`src/rtl/uart_pkg.sv`:
```
// Shared UART definitions: default baud divider, receiver state encoding,
// and the parity helper that the transmit side uses as well.
package uart_pkg;

    // 50 MHz system clock, 115200 baud.
    localparam int unsigned BR_DEFAULT = 434;

    // Receiver state encoding, kept as plain constants so that older blocks
    // which compare raw state codes remain compatible.
    localparam logic [2:0] ST_IDLE      = 3'd0;
    localparam logic [2:0] ST_START     = 3'd1;
    localparam logic [2:0] ST_DATA      = 3'd2;
    localparam logic [2:0] ST_PARITY    = 3'd3;
    localparam logic [2:0] ST_STOP      = 3'd4;
    localparam logic [2:0] ST_WAIT_HIGH = 3'd5;

    // Parity bit for a data word. Narrower words are zero-extended by the
    // caller, which leaves the XOR reduction unchanged.
    function automatic logic parity_calc(input logic [31:0] data, input logic odd);
        return (^data) ^ odd;
    endfunction

endpackage

```
`src/rtl/uart_sync2.sv`:
```
// Two-flop synchronizer for an asynchronous level input. It resets to 1, so
// an idle-high line does not look like an edge when reset is released.
module uart_sync2 (
    input  logic clk,
    input  logic rst_n,
    input  logic d_i,
    output logic q_o
);

    logic ff1_q;

    // Capture the async input, then re-register it to settle metastability.
    always_ff @(posedge clk or negedge rst_n) begin
        // NOTE: every flop is written with <= so all registers update from
        // pre-edge values; a blocking '=' here would collapse the two stages.
        if (!rst_n) begin
            ff1_q <= 1'b1;
            q_o   <= 1'b1;
        end else begin
            ff1_q <= d_i;
            q_o   <= ff1_q;
        end
    end

endmodule

```
`src/rtl/uart_rx_byte.sv`:
```
// UART receiver: recovers one framed word (start, data LSB first, optional
// parity, stop) from rx and holds it in a valid/ready output register.
// Framing errors, parity errors and overruns are reported as 1-cycle pulses.
module uart_rx_byte
    import uart_pkg::*;
#(
    parameter int BR         = BR_DEFAULT,
    parameter int DATA_WIDTH = 8,
    parameter int PARITY_EN  = 1,
    parameter int PARITY_ODD = 0
) (
    input  logic                  clk,
    input  logic                  rst_n,
    input  logic                  rx,
    output logic [DATA_WIDTH-1:0] rd_data,
    output logic                  rd_vld,
    input  logic                  rd_rdy,
    output logic                  parity_err,
    output logic                  frame_err,
    output logic                  overrun,
    output logic                  busy
);

    localparam int CW = $clog2(BR);
    localparam int IW = $clog2(DATA_WIDTH);

    // Sample points: the start bit is checked at its centre; every later bit
    // is sampled one full bit period after the previous sample.
    localparam logic [CW-1:0] HALF_M1  = CW'(BR / 2 - 1);
    localparam logic [CW-1:0] BIT_M1   = CW'(BR - 1);
    localparam logic [IW-1:0] LAST_BIT = IW'(DATA_WIDTH - 1);
    localparam logic          ODD      = (PARITY_ODD != 0);

    logic                  rxs;
    logic                  rxs_prev_q;
    logic [2:0]            state_q, state_d;
    logic [CW-1:0]         cnt_q, cnt_d;
    logic [IW-1:0]         bit_idx_q, bit_idx_d;
    logic [DATA_WIDTH-1:0] shift_q, shift_d;
    logic                  par_bad_q, par_bad_d;
    logic [DATA_WIDTH-1:0] rd_data_q, rd_data_d;
    logic                  rd_vld_q, rd_vld_d;
    logic                  parity_err_q, parity_err_d;
    logic                  frame_err_q, frame_err_d;
    logic                  overrun_q, overrun_d;

    uart_sync2 u_sync (
        .clk   (clk),
        .rst_n (rst_n),
        .d_i   (rx),
        .q_o   (rxs)
    );

    // Next-state logic for the frame FSM and the holding register.
    always_comb begin
        // NOTE: every signal gets a default before the case statement, so no
        // path leaves one unassigned and no latch is inferred.
        state_d      = state_q;
        cnt_d        = cnt_q;
        bit_idx_d    = bit_idx_q;
        shift_d      = shift_q;
        par_bad_d    = par_bad_q;
        rd_data_d    = rd_data_q;
        rd_vld_d     = rd_vld_q;
        parity_err_d = 1'b0;
        frame_err_d  = 1'b0;
        overrun_d    = 1'b0;

        // A consumer handshake empties the register unless a new word reloads it below.
        if (rd_vld_q && rd_rdy) rd_vld_d = 1'b0;

        case (state_q)
            ST_IDLE: begin
                if (rxs_prev_q && !rxs) begin
                    state_d   = ST_START;
                    cnt_d     = '0;
                    par_bad_d = 1'b0;
                end
            end
            ST_START: begin
                if (cnt_q == HALF_M1) begin
                    if (rxs) begin
                        state_d = ST_IDLE;          // glitch, not a real start bit
                    end else begin
                        state_d   = ST_DATA;
                        cnt_d     = '0;
                        bit_idx_d = '0;
                    end
                end else begin
                    cnt_d = cnt_q + CW'(1);
                end
            end
            ST_DATA: begin
                if (cnt_q == BIT_M1) begin
                    cnt_d              = '0;
                    shift_d[bit_idx_q] = rxs;
                    if (bit_idx_q == LAST_BIT) begin
                        state_d = (PARITY_EN != 0) ? ST_PARITY : ST_STOP;
                    end else begin
                        bit_idx_d = bit_idx_q + IW'(1);
                    end
                end else begin
                    cnt_d = cnt_q + CW'(1);
                end
            end
            ST_PARITY: begin
                if (cnt_q == BIT_M1) begin
                    cnt_d     = '0;
                    par_bad_d = (rxs != parity_calc(32'(shift_q), ODD));
                    state_d   = ST_STOP;
                end else begin
                    cnt_d = cnt_q + CW'(1);
                end
            end
            ST_STOP: begin
                if (cnt_q == BIT_M1) begin
                    cnt_d = '0;
                    if (!rxs) begin
                        frame_err_d = 1'b1;
                        state_d     = ST_WAIT_HIGH;
                    end else if (par_bad_q) begin
                        parity_err_d = 1'b1;
                        state_d      = ST_IDLE;
                    end else begin
                        state_d = ST_IDLE;
                        if (!rd_vld_q || rd_rdy) begin
                            rd_data_d = shift_q;
                            rd_vld_d  = 1'b1;
                        end else begin
                            overrun_d = 1'b1;
                        end
                    end
                end else begin
                    cnt_d = cnt_q + CW'(1);
                end
            end
            ST_WAIT_HIGH: begin
                // Line held low (break): wait for it to return to idle.
                if (rxs) state_d = ST_IDLE;
            end
            default: state_d = ST_IDLE;
        endcase
    end

    // State and output registers; reset aborts any frame in progress.
    always_ff @(posedge clk or negedge rst_n) begin
        if (!rst_n) begin
            rxs_prev_q   <= 1'b1;
            state_q      <= ST_IDLE;
            cnt_q        <= '0;
            bit_idx_q    <= '0;
            shift_q      <= '0;
            par_bad_q    <= 1'b0;
            rd_data_q    <= '0;
            rd_vld_q     <= 1'b0;
            parity_err_q <= 1'b0;
            frame_err_q  <= 1'b0;
            overrun_q    <= 1'b0;
        end else begin
            rxs_prev_q   <= rxs;
            state_q      <= state_d;
            cnt_q        <= cnt_d;
            bit_idx_q    <= bit_idx_d;
            shift_q      <= shift_d;
            par_bad_q    <= par_bad_d;
            rd_data_q    <= rd_data_d;
            rd_vld_q     <= rd_vld_d;
            parity_err_q <= parity_err_d;
            frame_err_q  <= frame_err_d;
            overrun_q    <= overrun_d;
        end
    end

    assign rd_data    = rd_data_q;
    assign rd_vld     = rd_vld_q;
    assign parity_err = parity_err_q;
    assign frame_err  = frame_err_q;
    assign overrun    = overrun_q;
    assign busy       = (state_q != ST_IDLE);

endmodule

```
`config.mk`:
```
export PLATFORM = sky130hd
export DESIGN_NAME = uart_rx_byte
export DESIGN_NICKNAME = d
export VERILOG_FILES = /design/src/rtl/uart_pkg.sv /design/src/rtl/uart_sync2.sv /design/src/rtl/uart_rx_byte.sv
export SDC_FILE = /design/constraint.sdc
export NUM_CORES = 1
export LEC_CHECK = 0
export ABC_AREA = 0
export BUFFER_PORTS_ARGS = -buffer_cell sky130_fd_sc_hd__buf_2
export CORE_UTILIZATION = 60
export DETAILED_ROUTE_END_ITERATION = 16
export PLACE_DENSITY_LB_ADDON = 0.08
export SLEW_MARGIN = 20
export SYNTH_ARGS = -nofsm -noshare
export SYNTH_HDL_FRONTEND = slang
export SYNTH_SLANG_ARGS = --single-unit
```
`constraint.sdc`:
```
create_clock -name clk -period 3.8 [get_ports clk]
set_clock_uncertainty 0.15 [all_clocks]
set_input_delay 0.19 -clock clk [delete_from_list [all_inputs] [get_ports clk]]
set_output_delay 0.19 -clock clk [all_outputs]
set_load 0.005 [all_outputs]
```
After elaboration in Yosys (flattened, before gate mapping)
Cells that the tools add are included.
- add/sub/neg operators: 2
- multipliers: 0
- div/mod/pow operators: 0
- magnitude comparators: 2
- eq/ne operators: 19
- shift operators: 0
- multiplexer cells: 44
- bitwise gates (word level): 1
- reductions and logical operators: 19
- operator list (operator ; count):
    $mux 3 ; 12
    $mux 9 ; 4
    $reduce_xor 32->1 ; 1
    $pmux 9 s3 ; 1
    $mux 1 ; 21
    $pmux 3 s6 ; 1
    $ne 2x2->1 const B ; 8
    $reduce_and 5->1 ; 2
    $add 9x1->9 const B ; 1
    $eq 3x3->1 const B ; 3
    $eq 9x8->1 const B ; 1
    $eq 9x9->1 const B ; 1
    $bwmux 8 ; 1
    $reduce_and 7->1 ; 1
    $eq 3x2->1 const B ; 2
    $pmux 3 s2 ; 1
    $reduce_and 3->1 ; 2
    $reduce_bool 3->1 ; 2
    $lt 3x4->1 const B ; 1
    $reduce_bool 2->1 ; 2
    $add 3x1->3 const B ; 1
    $demux 1 s3 ; 1
    $eq 3x1->1 const B ; 1
    $ge 3x1->1 const B ; 1
    other kinds (12) ; 15
- register bits after elaboration: 39
- latch bits: 0
- memory bits (writable): 0
- ROM bits: 0
- input bits: 4
- output and inout bits: 13
- word-level logic and storage cells: 100
- memories: 0

Depth between registers and ports, before layout
Gate-level depths: netlist (run 1).
- depth in word-level cells: 7
- gate-level depth with buffers: 7
- depth with buffers taken out: 6

Hierarchy
A second synthesis (run 1) with hierarchy kept.
- cells, all modules: 184
- area total of the unflattened synthesis: 2011.9 µm²
- by module, submodules not included (module ; instances ; cells an instance ; area an instance (µm²) ; seq. area each (µm²)):
    uart_rx_byte ; 1 ; 182 ; 1959.4 ; 927.1
    uart_sync2 ; 1 ; 2 ; 52.6 ; 52.6

Least setup slack after synthesis (run 1)
OpenSTA, ideal clock, no wires.
- kind: register to register
- start point: register cnt_q[1]
- end point: register shift_q[3]
- setup time: 0.125 ns
- arrival time: 1.856 ns
- required time: 3.525 ns
- path slack: 1.669 ns
- stages on the path, launching flop included: 7
- path buffers: 0
- clock period less this slack: 2.131 ns
- path through: dfrtp_1 > inv_1 > ha_1 > nand4bb_1 > or4_4 > nor3b_2 > mux2_2
- word-level cells in the longest chain between the ends: 2
- ends and longest elaborated chain (item ; RTL line ; RTL):
    start, declared ; uart_rx_byte.sv:37 ; logic [CW-1:0] cnt_q, cnt_d;
    start signal, assigned ; uart_rx_byte.sv:162 ; cnt_q <= cnt_d;
    $eq 9x9->1 ; uart_rx_byte.sv:94 ; if (cnt_q == BIT_M1) begin
    $reduce_and 2->1 (no line) ; -- ;
    end signal, assigned ; uart_rx_byte.sv:164 ; shift_q <= shift_d;
    end, declared ; uart_rx_byte.sv:39 ; logic [DATA_WIDTH-1:0] shift_q, shift_d;
No other way between the ends.
A chain may end at the register's enable or synchronous reset.

Final worst setup path (run 1)
- start point: register cnt_q[0]
- end point: register state_q[0]
- word-level cells in the longest chain between the ends: 3
- elaborated cells between the ends (all ways): 7
- classes of those cells: eq/ne (6); reduce/logical (1)
- ends and longest elaborated chain (item ; RTL line ; RTL):
    $eq 9x9->1 or $eq 9x8->1 (tied branches) ; -- ;
    $ne 2x2->1 (no line) ; -- ;
    $reduce_and 7->1 (no line) * ; -- ;
    end signal, assigned ; uart_rx_byte.sv:161 ; state_q <= state_d;
    end, declared ; uart_rx_byte.sv:36 ; logic [2:0] state_q, state_d;
Every way passes the cells marked *; elsewhere a longest branch is shown, timed or not.

==> impl_metrics.ini, run 1 <==
[clocking]
cts_hold_buf = 2
cts.sinks = 39
cts_made_buffers = 5
ctsResizeCount = 0
cts.reportedPaths.clkPinSlew_ns = 0.12
post_cts_buffers = 0
cts_tree = built
clk_path_buf_depth = 2
cts_root_buf = clkbuf_4
h-tree-depth = 2
clk_latency_ns = 0.35

[die]
coreArea_um2 = 3150
die_height_um = 60.7
io_pins = 17
initial_core_util_pct = 65.5
rows = 20
dieArea_um2 = 3680
dieWidth_um = 60.7

[routing]
drtPass1Iterations = 4
wl_per_cell_um = 15.2
vias_per_cell = 5.92
drc = 0
routed_wl_um = 3780
vias = 1475
drtAntennaViolNets = 0
drtIter0Drc = 73

[sta]
tightest_slew_ns = 0.889
fin_crit_sh_pct = 65.9
holdWs_ns = 0.0164
rsz0062_at_grt = false
final.setup.tns_ns = 0
hold_viol = 0
timing.final.crit_period_ns = 2.50
finalMaxSlewViolations = 0
setup_viol = 0
fin_ws_ns = 1.30
maxSlewHeadroom_pct = 40.3
timing.fmax_ghz = 0.399

[power_and_ir_drop]
pwr-share-clk_pct = 27.4
power_density_nw_per_um2 = 467
comb_power_share_pct = 22.7
leakagePower_uw = 0.00101
p_sw_share_pct = 32.4
peakVddDrop_uv = 277
p_seq_share_pct = 49.9
p_int_uw = 706
p_switching_uw = 338

[layout]
postLayoutCoreUtil_pct = 71.0
final_layout_size_suffix_gt1_share_pct = 24.9
layout_common_cells = dfrtp_1 (36), mux2_2 (17), buf_2 (16), inv_1 (14), o21ai_0 (11)
fillerInstances = 240
diodes = 0
final_nets = 213
final_common_cell = dfrtp_1
fin_area_um2 = 2240
area_growth_pct = 8.30

[setup_path]
crit_path_start_kind = register
slowest_stage = dfrtp_1
r2r_setup_slack_ns = 1.30
path_cells = inv_1, ha_1, nor4bb_1, a21oi_1, nor2_1, mux2_2
crit_path_end = state_q[0]$_DFFE_PN0P_
critical_path.max_fanout = 11
timing.rr.start = cnt_q[0]$_DFFE_PN0P_
r2r_end = state_q[0]$_DFFE_PN0P_
cp.arrival_ns = 2.59
slowest_delay_ns = 0.47
required_ns = 3.89
r2r_cells = 6
path_class = register to register
cp-end-kind = register
crit_start = cnt_q[0]$_DFFE_PN0P_

[yosys]
ys_seq_area_share_pct = 47.4
synthFlopType = dfrtp_1
synth_warnings = 0
ys_ff_latch = 39
async_flop_share_pct = 100
synth.avg_cell_area_um2 = 11.0
mappedNetlistArea_um2 = 2070
netlist_instances = 188
ys_types = 50
syn-num-nets = 197
synth_edf_count = 0

[job]
maxCapViolCount = 0

[grt]
grt_pass1_wl_um = 6420
antenna_found_initial = 0
grt_usage_pct = 24.1
grt_pass1_vias = 1430
grt_overflow = 0
grt_max_degree = 40

[run_status]
outcome = finished clean

[place]
port_buffers = 16
place_area_um2 = 2130
pre_cts_ws_ns = 1.35
gp_congestion = 0.832
dpl.hpwl_um = 2680

[worst_hold_path]
hold_path.class = input port to register
[power groups by stage]
stage | combinational (uW) | clock (uW) | sequential, uW
finish | 237 | 286 | 522
global route | 266 | 310 | 531
CTS | 237 | 290 | 521
detailed placement | 234 | 0 | 529
global placement | 225 | 0 | 522
floorplan | 210 | 0 | 494
[kinds of logic after synthesis]
group / synth area share (%)
multiplexers: 9.27
AO/OA/AOI/OAI: 11.8
adder cells (fa/ha/maj): 3.03
buffers and inverters: 5.94
flip-flops: 47.4
AND/OR/NAND/NOR: 18.9
XOR/XNOR: 3.63
[registers in the layout, indices dropped and copies added (netlist names)]
signal,count
cnt_q,9
shift_q,8
bit_idx_q,3
rxs_prev_q,1
state_q,3
u_sync.ff1_q,1
overrun,1
par_bad_q,1
frame_err,1
parity_err,1
u_sync.q_o,1
rd_vld,1
rd_data,8
[final cells by class]
type | instances | area (um2) | share of cell area (%)
sequential | 39 | 980 | 43.8
multi-input combinational | 126 | 963 | 43.1
timing repair buffer | 18 | 100 | 4.47
tap | 44 | 55.1 | 2.46
inverter | 14 | 52.6 | 2.35
clock buffer | 6 | 51.3 | 2.29
clock inverter | 2 | 35.0 | 1.57
[metrics by stage]
| step | cells | power (uW) |
|---|---|---|
| 2_1_floorplan | 188 | 704 |
| 3_3_place_gp | 239 | 747 |
| 3_5_place_dp | 239 | 762 |
| 4_1_cts | 249 | 1050 |
| 5_1_grt | 249 | 1110 |
| 6_report | 249 | 1040 |
[synth_stat cells, types with 2 or more instances]
library cell   n  area (um2)
dfrtp_1       36         901
mux2_2        17         191
inv_1         14        52.6
o21ai_0       11        55.1
nand2_1        9        33.8
nor2_1         8        30.0
nor3_1         6        30.0
nor4_1         6        37.5
ha_1           5        62.6
o22ai_1        5        31.3
xnor2_1        5        43.8
a21oi_1        4        20.0
clkbuf_1       4        15.0
nand3_1        4        20.0
o221ai_1       4        35.0
dfstp_2        3        78.8
nand2b_1       3        18.8
o211ai_1       3        22.5
a22o_1         2        17.5
and4b_1        2        20.0
buf_6          2        22.5
nand3b_1       2        15.0
nor2b_1        2        12.5
nor3b_1        2        15.0
nor3b_2        2        25.0
o31ai_1        2        15.0
or3_1          2        12.5
[layer usage]
metal  vias to the layer above  GRT usage [%]  share of wire (%)
li1                        720              -                  -
met1                       714           30.4                 45
met2                        37           40.0                 49
met3                         4           7.04                4.3
met4                         0           7.79                1.0
met5                         -              0                  0
[worst min-delay path by stage]
stage | to | cells past startpoint | start
floorplan | bit_idx_q[0]$_DFFE_PN0P_ | 0 | rst_n
CTS | overrun$_DFF_PN0_ | 3 | rd_rdy
finish | overrun$_DFF_PN0_ | 3 | rd_rdy
detailed placement | u_sync.ff1_q$_DFF_PN1_ | 1 | rx
global placement | u_sync.ff1_q$_DFF_PN1_ | 1 | rx
global route | overrun$_DFF_PN0_ | 3 | rd_rdy
[worst max-delay path: cells and delay by family, from the launching register on]
kind / cells / cell delay [ns]
adders and majority gates: 1 / 0.13
and+or+nand+nor: 2 / 0.84
DFF: 1 / 0.47
muxes: 1 / 0.37
AOI/OAI and AO/OA: 1 / 0.34
buffers and inverters: 1 / 0.09
(Power assumes the default switching activity.)
==> inputs of run 2 (changes only) <==
--- a/config.mk
+++ b/config.mk
@@ -7,7 +7,7 @@
 export LEC_CHECK = 0
 export ABC_AREA = 0
 export BUFFER_PORTS_ARGS = -buffer_cell sky130_fd_sc_hd__buf_2
-export CORE_UTILIZATION = 60
+export CORE_UTILIZATION = 59
 export DETAILED_ROUTE_END_ITERATION = 16
 export PLACE_DENSITY_LB_ADDON = 0.08
 export SLEW_MARGIN = 20
==> constraint.sdc (replaced) <==
create_clock -name clk -period 2.4 [get_ports clk]
set_clock_uncertainty 0.15 [all_clocks]
set_input_delay 0.12 -clock clk [delete_from_list [all_inputs] [get_ports clk]]
set_output_delay 0.12 -clock clk [all_outputs]
set_load 0.005 [all_outputs]
==> run 2 against run 1 <==
Sequential power grew 57%. Via count grew 3.1%. Worst setup slack lost 1.2 ns. Core utilization shrank 2.5 points. Highest routed layer unchanged. Register-to-register slack lost 1.2 ns.
==> impl_metrics.ini, run 2 (same netlist as run 1, synthesis figures left out) <==
[routing]
drtIter0Drc = 61
drtAntennaViolNets = 0
drtPass1Iterations = 4
vias_per_cell = 5.85
vias = 1520
wl_per_cell_um = 15.7
routed_wl_um = 4090
drc = 0

[die]
initial_core_util_pct = 61.9
coreArea_um2 = 3340
die_height_um = 61.2
rows = 21
io_pins = 17
dieArea_um2 = 3740
dieWidth_um = 61.2

[sta]
hold_viol = 0
tightest_slew_ns = 0.822
finalMaxSlewViolations = 0
fin_ws_ns = 0.0778
setup_viol = 0
timing.final.crit_period_ns = 2.32
maxSlewHeadroom_pct = 45.2
rsz0062_at_grt = false
final.setup.tns_ns = 0
timing.fmax_ghz = 0.431
fin_crit_sh_pct = 96.8

[clocking]
cts.sinks = 39
cts.reportedPaths.clkPinSlew_ns = 0.11
h-tree-depth = 2
cts_tree = built
post_cts_buffers = 0
clk_latency_ns = 0.36
cts_root_buf = clkbuf_4
clk_path_buf_depth = 2
cts_made_buffers = 5

[power_and_ir_drop]
p_int_uw = 1030
power_density_nw_per_um2 = 699
p_switching_uw = 568
p_sw_share_pct = 35.6
power_uw = 1600
comb_power_share_pct = 28.0
leakagePower_uw = 0.00104
pwr-share-clk_pct = 20.7
peakVddDrop_uv = 353
p_seq_share_pct = 51.3

[setup_path]
slowest_delay_ns = 0.57
critical_path.max_fanout = 10
cp.arrival_ns = 2.43
required_ns = 2.51
cp-end-kind = register
cp_top_family = simple AND/OR/NAND/NOR gates
path_class = register to register
crit_path_start_kind = register
r2r_setup_slack_ns = 0.08
path_cells = or3b_4, or4_4, nor3b_2, mux2_2
slowest_stage = or4_4
critPathBufInv = 0

[place]
dpl.hpwl_um = 2900
dp.cells = 249
pre_cts_ws_ns = 0.0393
port_buffers = 16
gp_congestion = 0.805

[layout]
final_layout_size_suffix_gt1_share_pct = 28.0
largest_register = cnt_q
final_common_cell = dfrtp_1
layout_common_cells = dfrtp_1 (35), mux2_2 (17), buf_2 (16), inv_1 (14), o21ai_0 (11)
largest_reg_flops = 9
diodes = 0
instances_no_fill = 260
final_nets = 222
area_growth_pct = 10.6

[run_status]
outcome = finished clean

[worst_hold_path]
hold_path.class = register to register

[grt]
grt_max_degree = 40
grt_pass1_vias = 1422
grt_pass1_wl_um = 6530
grt_overflow = 0
grt_usage_pct = 24.5
antenna_found_initial = 0

[job]
maxCapViolCount = 0
run 2: per-stage QoR:
step,util (%),hold WS (ns),area (um2)
after floorplan,-,-0.326,2070
after global placement,65.7,0.0746,2190
after detailed placement,65.7,0.0782,2190
after CTS,68.1,0.215,2270
after global routing,68.5,0.218,2280
final,68.5,0.214,2280
run 2: cell type report:
cell class | instances | area, um2
fill | 267 | 1050
timing repair buffer | 27 | 170
clock inverter | 1 | 5.00
multi-input combinational | 126 | 973
sequential | 39 | 981
inverter | 14 | 52.6
tap | 46 | 57.6
clock buffer | 7 | 45.0
run 2: worst register-to-register path: cells and delay by family, from the launching register on:
family | cells | cell delay [ns]
DFF | 1 | 0.49
and+or+nand+nor | 3 | 1.24
muxes | 1 | 0.35
run 2: power by group through the flow:
stage                     Combinational (uW)  Sequential, uW  Clock (uW)
after global routing                     490             831         359
after CTS                                438             813         331
after detailed placement                 429             825           0
after global placement                   412             820           0
final                                    447             819         331
after floorplan                          333             782           0
run 2: repair_timing:
item                                    4_1_cts  5_1_grt
hold buffers                                  3        0
gates resized for setup                       0        3
endpoints found under the setup margin        0       10
hold endpoints to repair                     39        0
run 2: worst paths after layout:
kind / end / startpoint / cells after the start
hold reg to reg: u_sync.q_o$_DFF_PN1_ / u_sync.ff1_q$_DFF_PN1_ / 0
hold / removal: u_sync.q_o$_DFF_PN1_ / u_sync.ff1_q$_DFF_PN1_ / 0
setup / recovery: shift_q[3]$_DFFE_PN0P_ / state_q[0]$_DFFE_PN0P_ / 4
max in group asynchronous: state_q[1]$_DFFE_PN0P_ / rst_n / 2
min in group asynchronous: cnt_q[4]$_DFFE_PN0P_ / rst_n / 2
setup reg to reg: shift_q[3]$_DFFE_PN0P_ / state_q[0]$_DFFE_PN0P_ / 4
run 2: per-layer routing:
layer	vias up	part of all wire (%)	routed length, um	global-route usage (%)
li1	737	-	-	-
met1	739	45	1850	31.1
met2	35	49	2000	39.6
met3	9	3.9	159	5.67
met4	0	1.9	77	11.7
met5	-	0	0	0
==> inputs of run 3 (changes only) <==
--- a/config.mk
+++ b/config.mk
@@ -7,7 +7,8 @@
 export LEC_CHECK = 0
 export ABC_AREA = 0
 export BUFFER_PORTS_ARGS = -buffer_cell sky130_fd_sc_hd__buf_2
-export CORE_UTILIZATION = 59
+export CORE_UTILIZATION = 60
+export CTS_BUF_LIST = sky130_fd_sc_hd__clkbuf_4
 export DETAILED_ROUTE_END_ITERATION = 16
 export PLACE_DENSITY_LB_ADDON = 0.08
 export SLEW_MARGIN = 20
==> run 3 against run 2 <==
Register-to-register slack about the same. Highest routed layer unchanged. Critical path depth increased by 2. Global-route usage increased by 0.11 points. Power increased by 1.2%. Sequential cell count unchanged. Wire length decreased by 2.6%. Core utilization increased by 4.4 points. Sequential power decreased by 2.6%. Combinational power increased by 8.1%. Worst setup slack improved by 0.014 ns. Via count increased by 1.3%.
==> impl_metrics.ini, run 3 (same netlist as run 1, synthesis figures left out) <==
[run_status]
outcome = finished clean

[grt]
grt_max_degree = 40
grt_pass1_wl_um = 6500
antenna_found_initial = 0
grt_overflow = 0
grt_usage_pct = 24.6
grt_pass1_vias = 1460

[setup_path]
slowest_stage = or4_4
cp.arrival_ns = 2.40
r2r_setup_slack_ns = 0.09
timing.rr.start = cnt_q[1]$_DFFE_PN0P_
path_cells = inv_1, ha_1, nand4bb_1, or4_4, nor3b_2, mux2_2
r2r_end = shift_q[3]$_DFFE_PN0P_
path_class = register to register
slowest_delay_ns = 0.61
crit_cells = 6
critical_path.max_fanout = 5
cp_top_family = simple AND/OR/NAND/NOR gates
required_ns = 2.50
crit_path_start_kind = register
crit_start = cnt_q[1]$_DFFE_PN0P_
r2r_cells = 6
crit_path_end = shift_q[3]$_DFFE_PN0P_
critPathBufInv = 1
cp-end-kind = register

[power_and_ir_drop]
peakVddDrop_uv = 506
power_density_nw_per_um2 = 704
leakagePower_uw = 0.00105

[place]
dpl.hpwl_um = 2820
port_buffers = 16
gp_congestion = 0.900
dp.cells = 248

[routing]
wl_per_cell_um = 15.4
drtIter0Drc = 49
drtAntennaViolNets = 0
routed_wl_um = 3980
vias_per_cell = 5.94
drc = 0
drtPass1Iterations = 4
vias = 1539

[layout]
diodes = 0
final_common_cell = dfrtp_1
multiInputGateArea_um2 = 973
fillerInstances = 232
largest_reg_flops = 9
final-seq-area_um2 = 980
instances_no_fill = 259
postLayoutCoreUtil_pct = 72.8
final_layout_size_suffix_gt1_share_pct = 28.8
area_growth_pct = 11.1
largest_register = cnt_q
final_nets = 223
layout_common_cells = dfrtp_1 (36), mux2_2 (17), buf_2 (16), inv_1 (14), o21ai_0 (11)

[worst_hold_path]
hold_path.class = register to register

[die]
dieArea_um2 = 3680
initial_core_util_pct = 65.5
io_pins = 17
dieWidth_um = 60.7
rows = 20
coreArea_um2 = 3150
die_height_um = 60.7

[sta]
fin_crit_sh_pct = 96.2
timing.fmax_ghz = 0.433
timing.final.crit_period_ns = 2.31
holdWs_ns = 0.218
maxSlewHeadroom_pct = 43.8
setup_viol = 0
finalMaxSlewViolations = 0
tightest_slew_ns = 0.843
hold_viol = 0
final.setup.tns_ns = 0
rsz0062_at_grt = false

[clocking]
clk_latency_ns = 0.35
clk_path_buf_depth = 2
cts_tree = built
cts.reportedPaths.clkPinSlew_ns = 0.11
cts_made_buffers = 5
cts_root_buf = clkbuf_4
h-tree-depth = 2
cts.sinks = 39
post_cts_buffers = 0

[job]
maxCapViolCount = 0
-- run 3: changes by cell type in the layout (fill, tap and decap cells not counted) --
| cell | previous run | this run |
|---|---|---|
| clkinvlp_4 | 0 | 1 |
| dfrtp_2 | 1 | 0 |
| buf_4 | 8 | 9 |
| clkbuf_1 | 2 | 0 |
| dfrtp_1 | 35 | 36 |
| clkbuf_4 | 5 | 6 |
-- run 3: area by class of cell --
type / instances / area share, %
clock buffers: 6 / 1.96
clock inverters: 2 / 0.545
inverters: 14 / 2.29
multi-input cells: 126 / 42.4
flip-flops and latches: 39 / 42.7
well taps: 44 / 2.40
repair buffers: 28 / 7.74
-- run 3: per-stage QoR --
| stage | cell area, um2 | total power (uW) | setup WS (ns) |
|---|---|---|---|
| after floorplan | 2070 | 1110 | 0.269 |
| after CTS | 2290 | 1610 | 0.106 |
| after global placement | 2200 | 1250 | 0.172 |
| final | 2300 | 1620 | 0.0922 |
| after global routing | 2300 | 1710 | 0.0300 |
| after detailed placement | 2200 | 1280 | 0.104 |
-- run 3: worst min-delay path by stage --
stage | start | endpoint | slack (ns) | cells after the start
after floorplan | rst_n | bit_idx_q[0]$_DFFE_PN0P_ | -0.33 | 0
final | u_sync.ff1_q$_DFF_PN1_ | u_sync.q_o$_DFF_PN1_ | 0.22 | 0
after global routing | u_sync.ff1_q$_DFF_PN1_ | u_sync.q_o$_DFF_PN1_ | 0.23 | 0
after detailed placement | rx | u_sync.ff1_q$_DFF_PN1_ | 0.08 | 1
after CTS | u_sync.ff1_q$_DFF_PN1_ | u_sync.q_o$_DFF_PN1_ | 0.22 | 0
after global placement | rx | u_sync.ff1_q$_DFF_PN1_ | 0.07 | 1
-- run 3: power breakdown --
part           switching [uW]  internal (uW)  leakage [uW]
Clock                     211            124     0.0000317
Combinational             274            209      0.000494
Sequential               81.5            716      0.000526
Total                     567           1050       0.00105
-- run 3: per-layer routing --
layer / vias to the layer above / wire length (um) / track usage [%]
met3: 10 / 163 / 4.48
met4: 0 / 92 / 13.0
met2: 50 / 1870 / 40.2
met5: - / 0 / 0
met1: 736 / 1860 / 31.3
li1: 743 / - / -
-- run 3: what timing repair did --
| item | in CTS | in global routing |
|---|---|---|
| setup endpoints to repair | 0 | 9 |
| gates resized for setup | 0 | 2 |
| endpoints found under the hold margin | 39 | 0 |
| hold buffers | 3 | 0 |
